File: src/rtl/led_channel_blinker_pkg.sv
// Shared definitions for the LED channel blinker: mode encodings, the reset
// heartbeat rate and a channel-select width helper.
package led_channel_blinker_pkg;

   localparam logic [1:0] MODE_OFF   = 2'd0;
   localparam logic [1:0] MODE_ON    = 2'd1;
   localparam logic [1:0] MODE_BLINK = 2'd2;
   localparam logic [1:0] MODE_PWM   = 2'd3;

   // 50 ticks per half-period: 1 Hz blink on a 100 Hz tick
   localparam int unsigned RESET_RATE = 49;

   function automatic int unsigned chan_width(input int unsigned num_leds);
      return (num_leds > 1) ? $clog2(num_leds) : 1;
   endfunction

endpackage

File: src/rtl/led_channel_blinker_tick_prescaler.sv
// Blink time base: divides clk by CLK_HZ/TICK_HZ and flags the last count of
// each period as a one-cycle tick.
module led_channel_blinker_tick_prescaler #(
   parameter int unsigned CLK_HZ  = 50_000_000,
   parameter int unsigned TICK_HZ = 100
) (
   input  logic i_clk,
   input  logic i_rst,
   output logic o_tick
);
   localparam int unsigned DIV   = CLK_HZ / TICK_HZ;
   localparam int unsigned CNT_W = (DIV > 1) ? $clog2(DIV) : 1;
   localparam logic [CNT_W-1:0] LAST = CNT_W'(DIV - 1);

   logic [CNT_W-1:0] r_count;

   always_ff @(posedge i_clk) begin
      if (i_rst) begin
         r_count <= '0;
      end else if (r_count == LAST) begin
         r_count <= '0;
      end else begin
         r_count <= r_count + CNT_W'(1);
      end
   end

   assign o_tick = (r_count == LAST);

endmodule

File: src/rtl/led_channel_blinker.sv
// NUM_LEDS independent LED channels, each OFF, ON, BLINK or PWM, configured over a
// valid/ready write port. Channel 0 blinks at 1 Hz out of reset as the board heartbeat.
module led_channel_blinker
   import led_channel_blinker_pkg::*;
#(
   parameter int unsigned NUM_LEDS = 8,
   parameter int unsigned CLK_HZ   = 50_000_000,
   parameter int unsigned TICK_HZ  = 100,
   parameter int unsigned RATE_W   = 8,
   parameter int unsigned PWM_W    = 8,
   localparam int unsigned CHAN_W  = chan_width(NUM_LEDS)
) (
   input  logic                i_clk,
   input  logic                i_rst,
   input  logic                i_cfg_valid,
   output logic                o_cfg_ready,
   input  logic [CHAN_W-1:0]   i_cfg_chan,
   input  logic [1:0]          i_cfg_mode,
   input  logic [RATE_W-1:0]   i_cfg_rate,
   input  logic [PWM_W-1:0]    i_cfg_duty,
   output logic [NUM_LEDS-1:0] o_led
);

   logic             w_tick;
   logic             w_wr;
   logic             r_cfg_ready;
   logic [PWM_W-1:0] r_pwm_cnt;

   led_channel_blinker_tick_prescaler #(
      .CLK_HZ  (CLK_HZ),
      .TICK_HZ (TICK_HZ)
   ) u_prescaler (
      .i_clk  (i_clk),
      .i_rst  (i_rst),
      .o_tick (w_tick)
   );

   // Ready rises one cycle after reset release and then stays high
   always_ff @(posedge i_clk) begin
      if (i_rst) begin
         r_cfg_ready <= 1'b0;
         r_pwm_cnt   <= '0;
      end else begin
         r_cfg_ready <= 1'b1;
         r_pwm_cnt   <= r_pwm_cnt + PWM_W'(1);
      end
   end

   assign o_cfg_ready = r_cfg_ready;
   assign w_wr        = i_cfg_valid & r_cfg_ready;

   for (genvar g = 0; g < NUM_LEDS; g++) begin : g_chan
      localparam logic [1:0]        RST_MODE = (g == 0) ? MODE_BLINK : MODE_OFF;
      localparam logic [RATE_W-1:0] RST_RATE = RATE_W'((g == 0) ? RESET_RATE : 0);

      logic              w_sel;
      logic [1:0]        r_mode;
      logic [RATE_W-1:0] r_rate;
      logic [PWM_W-1:0]  r_duty;
      logic [RATE_W-1:0] r_cnt;
      logic              r_state;
      logic              r_led;

      // Out-of-range channel numbers match no channel, so such writes are dropped
      assign w_sel = w_wr && (i_cfg_chan == CHAN_W'(g));

      // A write restarts the channel phase and takes priority over a coincident tick
      always_ff @(posedge i_clk) begin
         if (i_rst) begin
            r_mode  <= RST_MODE;
            r_rate  <= RST_RATE;
            r_duty  <= '0;
            r_cnt   <= '0;
            r_state <= 1'b0;
         end else if (w_sel) begin
            r_mode  <= i_cfg_mode;
            r_rate  <= i_cfg_rate;
            r_duty  <= i_cfg_duty;
            r_cnt   <= '0;
            r_state <= 1'b0;
         end else if (w_tick && (r_mode == MODE_BLINK)) begin
            if (r_cnt == r_rate) begin
               r_cnt   <= '0;
               r_state <= ~r_state;
            end else begin
               r_cnt   <= r_cnt + RATE_W'(1);
            end
         end
      end

      always_ff @(posedge i_clk) begin
         if (i_rst) begin
            r_led <= 1'b0;
         end else begin
            unique case (r_mode)
               MODE_OFF:   r_led <= 1'b0;
               MODE_ON:    r_led <= 1'b1;
               MODE_BLINK: r_led <= r_state;
               MODE_PWM:   r_led <= (r_pwm_cnt < r_duty);
               default:    r_led <= 1'b0;
            endcase
         end
      end

      assign o_led[g] = r_led;
   end

endmodule

File: config.mk
export PLATFORM = sky130hd
export DESIGN_NAME = led_channel_blinker
export DESIGN_NICKNAME = d
export VERILOG_FILES = /design/src/rtl/led_channel_blinker_pkg.sv /design/src/rtl/led_channel_blinker_tick_prescaler.sv /design/src/rtl/led_channel_blinker.sv
export SDC_FILE = /design/constraint.sdc
export NUM_CORES = 1
export LEC_CHECK = 0
export CAP_MARGIN = 20
export CORE_ASPECT_RATIO = 1.4
export CORE_UTILIZATION = 62
export CTS_CLUSTER_DIAMETER = 30
export CTS_CLUSTER_SIZE = 20
export DETAILED_ROUTE_END_ITERATION = 12
export MAX_ROUTING_LAYER = met4
export PLACE_DENSITY = 0.8
export SYNTH_ARGS = -nofsm -noshare
export SYNTH_HDL_FRONTEND = slang
export SYNTH_HIERARCHICAL = 1
export SYNTH_SLANG_ARGS = --single-unit
File: constraint.sdc
create_clock -name i_clk -period 2.8 [get_ports i_clk]
set_input_delay 0.56 -clock i_clk [delete_from_list [all_inputs] [get_ports i_clk]]
set_output_delay 0.56 -clock i_clk [all_outputs]
set_load 0.05 [all_outputs]
---- After elaboration in Yosys (flattened, before gate mapping) ----
Cells that the tools add are included.
storage, ports and cells
  flip-flop bits (word level) ............. 252
  input port bits ......................... 24
  output and inout bits ................... 9
  logic and storage cells ................. 177
operators by class
  add/sub/neg operators ................... 10
  $lt $le $gt $ge ......................... 8
  equal/unequal tests ..................... 40
  muxes and demuxes ....................... 17
  bitwise logic cells ..................... 9
  reduce and logical (&&, ||, !) cells .... 42
operators with widths
  operator               number
  $add 8x1->8 const B    9
  $eq 8x8->1             8
  $lt 8x8->1             8
  $mux 8                 8
  $eq 2x2->1 const B     16
  $pmux 1 s4             8
  $add 19x1->19 const B  1
  $eq 19x19->1 const B   1
  $reduce_or 2->1        9
  $eq 2x1->1 const B     8
  $logic_and 1x1->1      16
  $logic_not 2->1        8
  $reduce_and 2->1       8
  $eq 3x3->1 const B     4
  $not 1->1              8
  $eq 3x2->1 const B     2
  $eq 3x1->1 const B     1
  $logic_not 3->1        1
  $and 1x1->1            1
  $mux 1                 1

---- Longest topological paths before layout ----
Gate-level depths: netlist (run 1).
  depth in word-level cells ............... 3
  mapped depth ............................ 9
  mapped depth without buffers ............ 8

---- Cells and area by module ----
Netlist (run 1), hierarchy kept.
modules (own cells, without submodules)
  module                              times used  cells an instance  area each (sq um)  sequential area each (sq um)
  led_channel_blinker                 1           1,341              10,913.0           4,664.5
  led_channel_blinker_tick_prescaler  1           101                939.7              380.4

---- Worst setup path after synthesis (run 1) ----
No wires, ideal clock.
  path kind ............................... register to register
  start ................................... register u_prescaler.r_count[0]
  end ..................................... register g_chan[4].r_state
  arrival ................................. 2,057 ps
  data required time ...................... 2,670 ps
  setup slack ............................. 613 ps
  stages on the path, launching flop included .. 10
  cell sequence ........................... dfxtp_1 > ha_1 > nand4_4 > nor2_1 > and3b_1 > buf_4 > nand3_1 > or4_4 > xor2_1 > nor3_2
on the way
  longest elaborated chain between the ends .. 3
RTL lines
  what                               line                                      RTL
  start, declared                    led_channel_blinker_tick_prescaler.sv:15  logic [CNT_W-1:0] r_count;
  start signal, assigned             led_channel_blinker_tick_prescaler.sv:23  r_count <= r_count + CNT_W'(1);
  $eq 19x19->1                       led_channel_blinker_tick_prescaler.sv:27  assign o_tick = (r_count == LAST);
  via w_tick                         led_channel_blinker.sv:24                 logic w_tick;
  $logic_and 1x1->1                  led_channel_blinker.sv:81                 end else if (w_tick && (r_mode == MODE_BLINK)) begin
  $reduce_and 2->1 (no source line)  -
  end signal, assigned               led_channel_blinker.sv:84                 r_state <= ~r_state;
  end, declared                      led_channel_blinker.sv:61                 logic r_state;
The timed path passes the listed nets, and every way through them passes these cells.
A chain may end at the register's enable or synchronous reset.

---- Worst setup path after layout (run 1) ----
  start ................................... register u_prescaler.r_count[13]
  end ..................................... register g_chan[4].r_state
The elaborated chain is that of the path after synthesis.

==> metrics, run 1 <==
Fmax 0.386 GHz; Initial Utilization 63.5%; share of layout cells above drive strength 1 roughly 8%; total wire length 28300 um; Setup-failing EPs final 0; Final Hold Vio Count 0; period utilization 92.6%; clock latency at the later pin of the worst-skew pair between 500 and 600 ps; Post-Syn Instances roughly 1400; sequential element share of the synthesized area 42.6%; Net Count, Synth 1532; Die Area 0.0197 mm2; Comb power frac 4.1%; WS Path Type reg -> reg; worst slew pin tran 1090 ps; Synth cell types 44; Die Y 166 um; CTS Root Cell clkbuf_16; largest net degree at the start of global routing 104; vias per cell ~5.7; Detailed Route Iter0 Violations 784; synthesized area per cell 8.22 um2; Max-Cap Viols 0; pwr dens 667 mW/mm2; Syn Std Cell Area between 0.01 and 0.015 mm2; Post-synth EDFFs 0; post-route ant nets 0; # hold bufs at CTS 0; Pleak 5.05 nW; Yosys reg bits 252; Resize count post-CTS 0; final worst path period need between 2000 and 3000 ps; most common flop cell mapped by yosys dfxtp_1; placer congestion estimate 0.909; number of CTS-inserted buffers 42; synth warn 6; setup bufs post-CTS 0; global-route wire length before repair 46000 um; dpl hpwl 17600 um; Hold Slack 302 ps; CP arrival 2950 ps; sw frac 23.1%; clock sink total ~250; Die Width 119 um; CP endpoint kind flop; Initial DRT Pass Iterations 4; row count slightly below 60; Fin Setup TNS 0 ps; area delta synth->final 15.3%; number of global-route vias before repair 9492; outcome finished clean; crit start category flop; routed via count about 9800; slew margin rel. 27.0%; Max clock buf depth 3; Clock Skew slightly above 20 ps; Worst VDD drop 0.000756 V; IO Count 33; Layout Utilization 73.2%; area of the core between 0.015 and 0.02 mm2; Port Buffers 32; diodes inserted 0; Nets about 1600; sequential share of power 40.2%; Min-Delay Path Class in -> reg; FFs w/ async S/R, synth 0%; Slew Viols, Final 0; # fillers 1384; Power Internal approximately 7.0 mW; CP Max Fanout 16; average wire per cell in the routed design 16.3 um; Post-route DRC 0; clock power share 55.8%; Switching Power 2.10 mW; Worst-path clk slew around 50 ps; worst endpoint required time 3160 ps; initial antenna violation count 0; unrepaired setup endpoints after global routing no; H-tree depth 2; overall routing resource usage 30.1%; gr ovfl total 0; CTS tree done
-- synthesized netlist by cell type, types with 14 or more instances --
library cell | count | share of area (%)
nand2_1 | 331 | 10
dfxtp_1 | 252 | 43
a21oi_1 | 170 | 7.2
nor2_1 | 89 | 2.8
xor2_1 | 87 | 6.4
inv_1 | 69 | 2.2
ha_1 | 66 | 7.0
xnor2_1 | 59 | 4.4
buf_2 | 38 | 1.6
nand3_1 | 36 | 1.5
nand4_1 | 33 | 1.7
clkbuf_1 | 26 | 0.82
nor3_1 | 23 | 0.97
nand2b_1 | 15 | 0.79
nand3b_1 | 14 | 0.89
-- final cells by class --
| class | instances | area, um2 | share of cell area [%] |
|---|---|---|---|
| multi-input cells | 1046 | 6170 | 45.1 |
| flip-flops and latches | 252 | 5040 | 36.9 |
| clock buffers | 47 | 1110 | 8.13 |
| repair buffers | 51 | 473 | 3.46 |
| clock inverters | 29 | 305 | 2.23 |
| well taps | 244 | 305 | 2.23 |
| inverters | 69 | 259 | 1.89 |
-- stage by stage --
step / setup slack, ps / power, mW / cell area [um2] / instances
after global routing: 54.2 / 9.39 / 13700 / 1738
after CTS: 235 / 9.18 / 13700 / 1738
final: 206 / 9.12 / 13700 / 1738
after global placement: 315 / 4.09 / 12300 / 1662
after detailed placement: 289 / 4.10 / 12300 / 1662
after floorplan: 613 / 3.96 / 11900 / 1442
-- kinds of logic after synthesis --
family | Yosys count | share of synthesized area, %
muxes | 4 | 0.369
xor gates and xnor gates | 146 | 10.8
AOI/OAI and AO/OA | 213 | 9.88
buffers and inverters | 144 | 5.37
DFF | 252 | 42.6
and+or+nand+nor | 617 | 24.1
adders and majority gates | 66 | 6.97
-- per-layer routing --
layer / global-route usage [%] / share of wire, % / vias to the layer above
met2: 51.3 / 49 / 293
met1: 33.8 / 40 / 4622
li1: - / - / 4816
met3: 5.05 / 6.2 / 90
met5: - / 0 / -
met4: 16.8 / 4.8 / 0
-- registers in the layout, indices dropped and copies added, names as in the netlist --
register,cells
g_chan.r_cnt,64
g_chan.r_state,8
g_chan.r_rate,64
g_chan.r_duty,64
g_chan.r_mode,16
r_pwm_cnt,8
o_cfg_ready,1
g_chan.r_led,8
u_prescaler/r_count,19
-- cell usage in the layout, fill, tap and decap left out, types with 3 or more instances in the layout --
master and count:
and3_1 12, nor2b_1 9, and3b_1 6, or3_1 6, o21ai_0 12, nor2_1 89, a21oi_1 170, and4_1 5
clkinv_4 7, nor4_1 11, inv_6 4, dfxtp_1 252, buf_4 19, a211o_1 8, or2_2 6, nand3_1 36
mux2_2 3, nand2_1 331, clkinvlp_4 5, bufinv_16 4, clkbuf_16 43, ha_1 66, nand3b_1 14, o2111ai_1 8
nand4_1 33, clkdlybuf4s50_1 31, nor2_2 6, nor3_2 3, a31oi_1 5, xnor2_1 59, nand2b_1 15, inv_1 69
nor3_1 23, o21a_1 8, xor2_1 87, clkinv_2 8
-- critical path: stages, from the launching register on --
cell and delay, ps:
dfxtp_1 390, nor4bb_1 340, nand4_1 220, nor2_1 230, buf_12 190, and3b_1 280, nand3_1 90, or4_4 430
xor2_1 190, nor3_2 50
-- power groups by stage --
stage               sequential, mW  combinational [mW]  clock [mW]
finish                        3.67               0.369        5.08
global route                  3.67               0.400        5.32
CTS                           3.66               0.366        5.15
detailed placement            3.74               0.360           0
global placement              3.74               0.353           0
floorplan                     3.73               0.235           0
-- path summary, 6_finish.rpt --
path              slack (ps)                     from  depth (start not counted)                  end
setup / recovery         210  u_prescaler/r_count[13]                          9    g_chan[4].r_state
hold / removal           300                    i_rst                          2  g_chan[0].r_rate[1]
setup reg to reg         210  u_prescaler/r_count[13]                          9    g_chan[4].r_state
hold reg to reg          450      g_chan[0].r_duty[7]                          2  g_chan[0].r_duty[7]
No activity file was read; power rests on OpenSTA's default activity.
==> run 2, diff against run 1 <==
HOLD_SLACK_MARGIN = 0.06   (was unset)
==> results of run 2 <==
The final DEF is identical to that of run 1; final timing and power are the same.
==> run 3, diff against run 2 <==
CORE_UTILIZATION = 64   (was 62)
DONT_BUFFER_PORTS = 1   (was unset)
==> run 3 against run 2 <==
  * Worst setup slack gained 52 ps
  * Highest routed layer unchanged
  * Hold slack lost 200 ps
  * Core utilization grew 0.68 points
==> metrics, run 3 (synthesis results as in run 1) <==
outcome finished clean; Die Width 117 um; Worst Setup EP g_chan[4].r_cnt[3]; worst endpoint required time around 3200 ps; H-tree depth 2; gr ovfl total 0; Worst VDD drop 0.000587 V; dpl hpwl 17500 um; total wire length 28100 um; Final Hold Vio Count 0; CP arrival around 3000 ps; reg2reg end g_chan[4].r_cnt[3]; area delta synth->final 12.6%; Max clock buf depth 3; dpl cells approximately 1600; Nets 1513; Die Y ~160 um; post-route ant nets 0; IO Count 33; Fmax 0.393 GHz; slew margin rel. 46.5%; Crit. Startpoint u_prescaler/r_count[15]; area of the core 0.0181 mm2; commonest non-fill, non-tap cell in the layout nand2_1; Min-Delay Path Class in -> reg; Resize count post-CTS 0; flop-to-flop setup slack 260 ps; worst r2r path cells 9; metal3 WL 1340 um; placer congestion estimate 0.831; Initial DRT Pass Iterations 5; Pleak 4.93 nW; final worst path period need 2540 ps; average wire per cell in the routed design about 17 um; FF-to-FF Start u_prescaler/r_count[15]; routed via count 9633; Slew Viols, Final 0; Port Buffers 0; initial antenna violation count 0; # hold bufs at CTS 0; Initial Utilization 65.6%; Die Area 0.0191 mm2; Post-route DRC 0; largest net degree at the start of global routing 170; CP endpoint kind flop; row count 58; worst slew pin tran about 800 ps; met2 WL post-DR 14600 um; CTS tree done; clock latency at the later pin of the worst-skew pair about 530 ps; Setup-failing EPs final 0; setup bufs post-CTS 0; pwr dens 690 mW/mm2; # fillers ~1300; post-route insts no fill roughly 1700; period utilization about nine tenths; share of layout cells above drive strength 1 7.56%; crit start category flop; Fin Setup TNS 0 ps; diodes inserted 0; Worst-path clk slew about 50 ps; Clock Skew 16.8 ps; most frequent cells in the layout nand2_1 (331), dfxtp_1 (252), a21oi_1 (170); global-route wire length before repair 46000 um; overall routing resource usage 31.8%; unrepaired setup endpoints after global routing no; vias per cell 5.68; CTS Root Cell clkbuf_16; metal1 wirelength approximately 11000 um; CP Max Fanout 16; WS Path Type reg -> reg; DR top layer met4; number of global-route vias before repair 9460; number of CTS-inserted buffers 44; Detailed Route Iter0 Violations about 500; Worst Hold Depth 1; Max-Cap Viols 0; Top Registers g_chan.r_cnt (64), g_chan.r_duty (64), g_chan.r_rate (64); clock sink total 252
[run 3: cell types whose count changed in the layout (fill, tap and decap cells not counted), sizes merged]
cell / before / now
clkdlybuf4s50: 31 / 0
inv: 74 / 73
clkinvlp: 5 / 3
clkbuf: 47 / 54
clkinv: 15 / 12
bufinv: 4 / 5
buf: 20 / 10
[run 3: layer usage]
| layer | vias to the layer above | global-route usage, % |
|---|---|---|
| met1 | 4566 | 33.5 |
| met3 | 96 | 5.68 |
| met4 | 0 | 16.1 |
| met5 | - | - |
| li1 | 4745 | - |
| met2 | 226 | 56.1 |
[run 3: worst min-delay path by stage]
stage | endpoint | slack [ps] | startpoint
global route | g_chan[2].r_rate[5] | 110 | i_rst
finish | g_chan[0].r_duty[2] | 110 | i_rst
detailed placement | g_chan[2].r_duty[7] | 440 | g_chan[2].r_duty[7]
floorplan | u_prescaler/r_count[0] | 430 | u_prescaler/r_count[0]
global placement | g_chan[5].r_duty[3] | 440 | g_chan[5].r_duty[3]
CTS | g_chan[2].r_rate[4] | 120 | i_rst
[run 3: critical path: stages, from the launching register on]
cell and delay, ps:
dfxtp_1 370, nor4bb_1 340, nand4_1 220, nor2_1 240
buf_12 190, and3b_1 280, nand3_1 90, or4_4 440
nand3_2 170, nor2_1 80
[run 3: stage by stage]
step	hold slack [ps]	cell area, um2	setup slack (ps)	power [mW]	utilization, %
after floorplan	425	11900	613	3.96	-
after global placement	437	11900	316	3.95	65.6
after detailed placement	442	11900	288	3.96	65.6
after CTS	115	13300	273	9.26	73.9
after global routing	106	13300	66.1	9.46	73.9
final	105	13300	258	9.21	73.9
[run 3: where the power goes]
group          internal (mW)  switching, mW
combinational         0.0926          0.125
clock                   3.52           1.80
sequential              3.63         0.0421
[run 3: layout make-up]
cell class	count	area [um2]	area share, %
Multi-Input combinational cell	1046	6170	46.2
Timing Repair Buffer	10	87.6	0.656
Tap cell	240	300	2.25
Inverter	69	259	1.94
Clock buffer	54	1210	9.06
Clock inverter	24	275	2.06
Sequential cell	252	5040	37.8
